--- config.mk ---
export PLATFORM = sky130hd
export DESIGN_NAME = ram512x16_burst_reader
export DESIGN_NICKNAME = d
export VERILOG_FILES = /design/src/rtl/ram_rd_pkg.sv /design/src/rtl/ram_rd_fifo.sv /design/src/rtl/ram512x16_burst_reader.sv
export SDC_FILE = /design/constraint.sdc
export NUM_CORES = 1
export LEC_CHECK = 0
export CORE_ASPECT_RATIO = 1.4
export CORE_MARGIN = 2
export CORE_UTILIZATION = 47
export DETAILED_ROUTE_END_ITERATION = 16
export GPL_ROUTABILITY_DRIVEN = 0
export GPL_TIMING_DRIVEN = 0
export PLACE_DENSITY_LB_ADDON = 0.12
export RECOVER_POWER = 25
export SLEW_MARGIN = 5
export SYNTH_ARGS = -nofsm -noshare
export SYNTH_HDL_FRONTEND = slang
export SYNTH_SLANG_ARGS = --single-unit
--- constraint.sdc ---
create_clock -name Clk -period 3.2 [get_ports Clk]
set_clock_uncertainty 0.15 [all_clocks]
set_input_delay 0.48 -clock Clk [delete_from_list [all_inputs] [get_ports Clk]]
set_output_delay 0.48 -clock Clk [all_outputs]
set_load 0.02 [all_outputs]
--- src/rtl/ram_rd_pkg.sv ---
// Shared types and constants for the 512x16 block-RAM burst reader.
package ram_rd_pkg;

    localparam int ADDR_W_DEF = 9;
    localparam int DATA_W_DEF = 16;
    localparam int MAX_LEN    = 512;

    typedef enum logic [1:0] {
        IDLE,
        READ,
        DONE
    } rd_state_t;

endpackage

--- src/rtl/ram_rd_fifo.sv ---
// Synchronous FIFO with a show-ahead registered output; a write into an empty
// FIFO lands directly in the output register so it is visible one clock later.
module ram_rd_fifo #(
    parameter int DATA_W = 16,
    parameter int DEPTH  = 4
) (
    input  logic                     clk,
    input  logic                     rst,
    input  logic                     wr_en,
    input  logic [DATA_W-1:0]        wr_data,
    input  logic                     rd_en,
    output logic [DATA_W-1:0]        rd_data,
    output logic                     empty,
    output logic [$clog2(DEPTH):0]   count
);

    localparam int PTR_W = $clog2(DEPTH);
    localparam int CNT_W = PTR_W + 1;

    logic [DATA_W-1:0] mem [DEPTH];
    logic [PTR_W-1:0]  wr_ptr, rd_ptr;
    logic [CNT_W-1:0]  mem_cnt;
    logic              out_valid, out_free, mem_rd, mem_wr, bypass;

    assign out_free = !out_valid || rd_en;
    assign mem_rd   = out_free && (mem_cnt != '0);
    assign bypass   = out_free && (mem_cnt == '0) && wr_en;
    assign mem_wr   = wr_en && !bypass;
    assign empty    = !out_valid;
    // Occupancy includes the word parked in the output register.
    assign count    = mem_cnt + CNT_W'(out_valid);

    // NOTE: storage array has no reset; pointers and count define which entries are live.
    always_ff @(posedge clk) begin
        if (mem_wr) begin
            mem[wr_ptr] <= wr_data;
        end
    end

    // NOTE: sequential state uses non-blocking assignments so every register samples pre-edge values.
    always_ff @(posedge clk or posedge rst) begin
        if (rst) begin
            wr_ptr    <= '0;
            rd_ptr    <= '0;
            mem_cnt   <= '0;
            out_valid <= 1'b0;
            rd_data   <= '0;
        end else begin
            if (mem_wr) begin
                wr_ptr <= wr_ptr + 1'b1;
            end
            if (mem_rd) begin
                rd_ptr <= rd_ptr + 1'b1;
            end
            mem_cnt <= mem_cnt + CNT_W'(mem_wr) - CNT_W'(mem_rd);

            if (mem_rd) begin
                rd_data   <= mem[rd_ptr];
                out_valid <= 1'b1;
            end else if (bypass) begin
                rd_data   <= wr_data;
                out_valid <= 1'b1;
            end else if (rd_en) begin
                out_valid <= 1'b0;
            end
        end
    end

endmodule

--- src/rtl/ram512x16_burst_reader.sv ---
// Burst read master: issues credit-limited RAM reads, absorbs the fixed read
// latency and streams the words out in order on a valid/ready interface.
module ram512x16_burst_reader
    import ram_rd_pkg::*;
#(
    parameter int ADDR_W     = ADDR_W_DEF,
    parameter int DATA_W     = DATA_W_DEF,
    parameter int RD_LATENCY = 1,
    parameter int FIFO_DEPTH = 4
) (
    input  logic              Clk,
    input  logic              Rst,
    input  logic              Start,
    input  logic [ADDR_W-1:0] StartAddr,
    input  logic [ADDR_W:0]   Len,
    output logic              Busy,
    output logic              Done,
    output logic [ADDR_W-1:0] RA,
    output logic              RClk_En,
    input  logic [DATA_W-1:0] RD,
    output logic [DATA_W-1:0] DOut,
    output logic              DValid,
    input  logic              DReady
);

    localparam int                 LEN_W   = ADDR_W + 1;
    localparam int                 CNT_W   = $clog2(FIFO_DEPTH) + 1;
    localparam logic [LEN_W-1:0]   LEN_CAP = LEN_W'(MAX_LEN);

    rd_state_t             state, state_nxt;
    logic [LEN_W-1:0]      issue_cnt, deliver_cnt, len_clamped;
    logic [RD_LATENCY-1:0] vld_sr;
    logic [CNT_W-1:0]      fifo_count;
    logic                  fifo_empty, start_ok, xfer, credit_ok;
    int                    in_flight;

    assign len_clamped = (Len > LEN_CAP) ? LEN_CAP : Len;
    assign start_ok    = (state == IDLE) && Start;
    assign xfer        = DValid && DReady;
    assign DValid      = !fifo_empty;
    assign Busy        = (state == READ);
    assign Done        = (state == DONE);

    always_comb begin
        in_flight = 0;
        for (int i = 0; i < RD_LATENCY; i++) begin
            in_flight += int'(vld_sr[i]);
        end
    end

    // A slot is reserved in the FIFO for every read still travelling through the RAM.
    assign credit_ok = (in_flight + int'(fifo_count)) < FIFO_DEPTH;
    assign RClk_En   = Busy && (issue_cnt != '0) && credit_ok;

    always_ff @(posedge Clk or posedge Rst) begin
        if (Rst) begin
            state <= IDLE;
        end else begin
            state <= state_nxt;
        end
    end

    // NOTE: every path assigns state_nxt via the default first, so no latch is inferred.
    always_comb begin
        state_nxt = state;
        case (state)
            IDLE: begin
                if (Start) begin
                    state_nxt = (len_clamped != '0) ? READ : DONE;
                end
            end
            READ: begin
                if (xfer && (deliver_cnt == LEN_W'(1))) begin
                    state_nxt = DONE;
                end
            end
            DONE:    state_nxt = IDLE;
            default: state_nxt = IDLE;
        endcase
    end

    always_ff @(posedge Clk or posedge Rst) begin
        if (Rst) begin
            RA          <= '0;
            issue_cnt   <= '0;
            deliver_cnt <= '0;
            vld_sr      <= '0;
        end else begin
            vld_sr[0] <= RClk_En;
            for (int i = 1; i < RD_LATENCY; i++) begin
                vld_sr[i] <= vld_sr[i-1];
            end

            if (start_ok) begin
                RA          <= StartAddr;
                issue_cnt   <= len_clamped;
                deliver_cnt <= len_clamped;
            end else begin
                if (RClk_En) begin
                    RA        <= RA + 1'b1;
                    issue_cnt <= issue_cnt - 1'b1;
                end
                if (xfer) begin
                    deliver_cnt <= deliver_cnt - 1'b1;
                end
            end
        end
    end

    ram_rd_fifo #(
        .DATA_W (DATA_W),
        .DEPTH  (FIFO_DEPTH)
    ) u_fifo (
        .clk     (Clk),
        .rst     (Rst),
        .wr_en   (vld_sr[RD_LATENCY-1]),
        .wr_data (RD),
        .rd_en   (xfer),
        .rd_data (DOut),
        .empty   (fifo_empty),
        .count   (fifo_count)
    );

endmodule
==> flow_metrics.env <==
export IMPL_critical_path_arrival_ps=2400
export IMPL_path_cells="ha_1, ha_1, xnor2_2, nand3_2, or2_2, inv_4, clkdlybuf4s15_2"
export IMPL_seqPwrFrac=0.369
export IMPL_p_switching_mw=2.42
export IMPL_wl_met2_um=6370
export IMPL_cts_buffers=17
export IMPL_clockBufferDepth=2
export IMPL_synth_nets=444
export IMPL_drive_above_1_share=0.136
export IMPL_yosysSeqAreaShare=0.625
export IMPL_cts_root_buf="clkbuf_16"
export IMPL_ys_ff_latch=120
export IMPL_dp_cells=604
export IMPL_gr_usage_all_layers=0.206
export IMPL_grt_pass1_vias=3686
export IMPL_synthCells=392
export IMPL_criticalPathCategory="reg -> out"
export IMPL_synth_area_leader_cell="edfxtp_1"
export IMPL_port_buffers=67
export IMPL_path_clk_slew_ps=60
export IMPL_synth_edf_count=64
export IMPL_report_final_slew_viol_count=0
export IMPL_period_share=0.948
export IMPL_finalSetupViolations=0
export IMPL_diodes=0
export IMPL_worstPathMaxFanout=7
export IMPL_min_path_type="reg -> reg"
export IMPL_fin_util=0.608
export IMPL_synth_async_reset_ratio=0.467
export IMPL_vias=3469
export IMPL_first_pass_iters=4
export IMPL_fmax_mhz=330
export IMPL_swShare=0.347
export IMPL_fin_tns_setup_ps=0
export IMPL_overflow=0
export IMPL_required_ps=2570
export IMPL_cap_violations=0
export IMPL_internal_power_mw=4.56
export IMPL_r2r_start="u_fifo.out_valid$_DFFE_PP0P_"
export IMPL_place_detailed_hpwl_um=7830
export IMPL_worst_pin_slew_ps=940
export IMPL_cp_end_kind="output port"
export IMPL_pwr_share_comb=0.363
export IMPL_synth_area_per_cell_sq_um=13.6
export IMPL_max_stage_delay_ps=450
export IMPL_avgViaCountPerCell=5.45
export IMPL_slowest_stage="dfrtp_1"
export IMPL_p_leak_nw=2.53
export IMPL_grt_max_degree=39
export IMPL_worst_slack_ps=166
export IMPL_dieWidth_um=93.9
export IMPL_cts_tree="yes"
export IMPL_relSlewSlack=0.373
export IMPL_h_tree_depth=4
export IMPL_die_y_um=130
export IMPL_routed_wl_um=11400
export IMPL_synth_top_area_frac=0.361
export IMPL_post_dp_cell_area_sq_um=6190
export IMPL_synth_area_sq_um=5320
export IMPL_dp_slack_ps=-196
export IMPL_ys_types=51
export IMPL_design_area_sq_um=6790
export IMPL_synthTopCellsByArea="edfxtp_1 (36%), dfrtp_1 (26%), mux4_2 (6.8%)"
export IMPL_fin_crit_ps=3030
export IMPL_ctsHoldBuffers=0
export IMPL_maxUsedRoutingLayer="met4"
export IMPL_startpoint_type="flop"
export IMPL_synth_warnings=0
export IMPL_hold_viol=0
export IMPL_rsz0062_at_grt="false"
export IMPL_wl_per_cell_um=18.0
export IMPL_rows=46
export IMPL_die_area_sq_um=12200
export IMPL_cpMostUsedCell="ha_1"
export IMPL_ant_nets=0
export IMPL_routed_wl_met3_um=382
export IMPL_wirelength_met1_um=4520
export IMPL_pwr_density_cell_nw_per_um2=1030
export IMPL_min_from="state[1]$_DFFE_PP0P_"
export IMPL_final_cells=636
export IMPL_run_status="completed"
export IMPL_syn_to_final_growth_pct=27.7
export IMPL_clockPowerShare=0.268
export IMPL_cp_startpoint="u_fifo.out_valid$_DFFE_PP0P_"
export IMPL_drc=0
export IMPL_clock_sinks=120
export IMPL_synth_flop_cell="edfxtp_1"
export IMPL_core_area_sq_um=11200
export IMPL_p_total_mw=6.98
export IMPL_io_pins=68
export IMPL_grt_first_pass_wirelength_um=18700
export IMPL_antenna_found_initial=0
export IMPL_final_nets=531
export IMPL_hold_slack_ps=359
export IMPL_insertion_delay_ps=400
export IMPL_peakVddDrop_mv=0.735
export IMPL_drt_initial_drc_count=110
export IMPL_initial_core_util=0.476
[layer usage]
layer / vias up / global-route usage
met5: - / 0
met4: 0 / 0.0605
met3: 12 / 0.0525
met2: 81 / 0.384
met1: 1745 / 0.232
li1: 1631 / -
[state kept, by name, summed over array words and instances (netlist names)]
| signal | count |
|---|---|
| RA | 9 |
| deliver_cnt | 10 |
| issue_cnt | 10 |
| state | 2 |
| u_fifo.mem | 64 |
| u_fifo.mem_cnt | 3 |
| u_fifo.out_valid | 1 |
| u_fifo.rd_data | 16 |
| u_fifo.rd_ptr | 2 |
| u_fifo.wr_ptr | 2 |
| vld_sr | 1 |
[cell type report]
cell class,count,area (sq um)
timing repair buffer,68,692
fill,907,4380
inverter,14,55.1
buffer,16,76.3
sequential,120,3320
clock inverter,14,149
clock buffer,18,439
tap,144,180
multi-input combinational,242,1870
[synth_stat cells (2+ instances only)]
master / n
ha_1: 12
clkbuf_1: 9
nor4_1: 8
and2_1: 6
or4_1: 3
nand2_1: 26
nor4b_1: 2
nor3b_1: 3
mux2i_1: 18
o22a_1: 2
o32ai_1: 2
nor2_1: 23
o21ai_0: 13
inv_1: 13
nand4_1: 4
nor3_1: 12
buf_2: 4
nand3_1: 6
dfrtp_1: 56
a21oi_1: 35
edfxtp_1: 64
a31oi_1: 2
xnor2_1: 21
or3_1: 2
xor2_1: 3
nor2b_1: 3
mux4_2: 16
[logic make-up (layout without fill, tap and decap cells)]
logic type                 count (synthesis)  count (layout)  share of synthesized area
DFF                                      120             120                      0.625
and+or+nand+nor                          110             110                      0.112
AOI/OAI and AO/OA                         61              61                     0.0654
muxes                                     34              34                      0.102
buffers and inverters                     30             130                     0.0242
xor gates and xnor gates                  24              24                     0.0395
adders and majority gates                 13              13                     0.0320
[placed cells by master (no fill, tap or decap), drive strengths merged, types with 2 or more instances in the layout]
cell,instances
ha,12
o32ai,2
a31oi,2
nor3b,4
o21ai,14
dfrtp,56
nand3,7
o22a,2
xnor2,21
mux4,16
bufinv,2
clkbuf,27
or3,2
nor2,24
edfxtp,64
or4,4
mux2i,18
dlygate4sd3,17
nor4,8
inv,16
nor2b,3
and2,6
buf,8
nand2,26
clkdlybuf4s50,49
clkinv,9
nor3,13
a21oi,35
nand4,4
xor2,3
nor4b,2
[final timing paths]
check,end,slack [ps],depth (start not counted)
setup / recovery,RClk_En,170,7
hold reg to reg,state[1]$_DFFE_PP0P_,360,1
setup reg to reg,u_fifo.mem_cnt[2]$_DFF_PP0_,330,9
min in group asynchronous,u_fifo.rd_data[4]$_DFFE_PP0P_,570,2
hold / removal,state[1]$_DFFE_PP0P_,360,1
max in group asynchronous,u_fifo.mem_cnt[0]$_DFF_PP0_,1610,3
[power groups by stage]
stage               clock (mW)  sequential (mW)  combinational [mW]
floorplan                    0             2.71                1.54
global placement             0             2.57                2.50
detailed placement           0             2.60                2.55
CTS                       1.90             2.58                2.56
global route              1.96             2.65                2.82
finish                    1.87             2.58                2.53
[repair_timing]
action / CTS / global route
setup buffers: 0 / 0
pin swaps: 0 / 0
endpoints found under the setup margin: 1 / 1
gates resized for setup: 3 / 2
[critical path: cells and delay by family, from the launching register on]
family	cells	cell delay, ps
fa+ha+maj	2	440
simple gates	2	540
xor+xnor	1	180
flops	1	450
buf+inv	2	400
(Power assumes the default switching activity.)
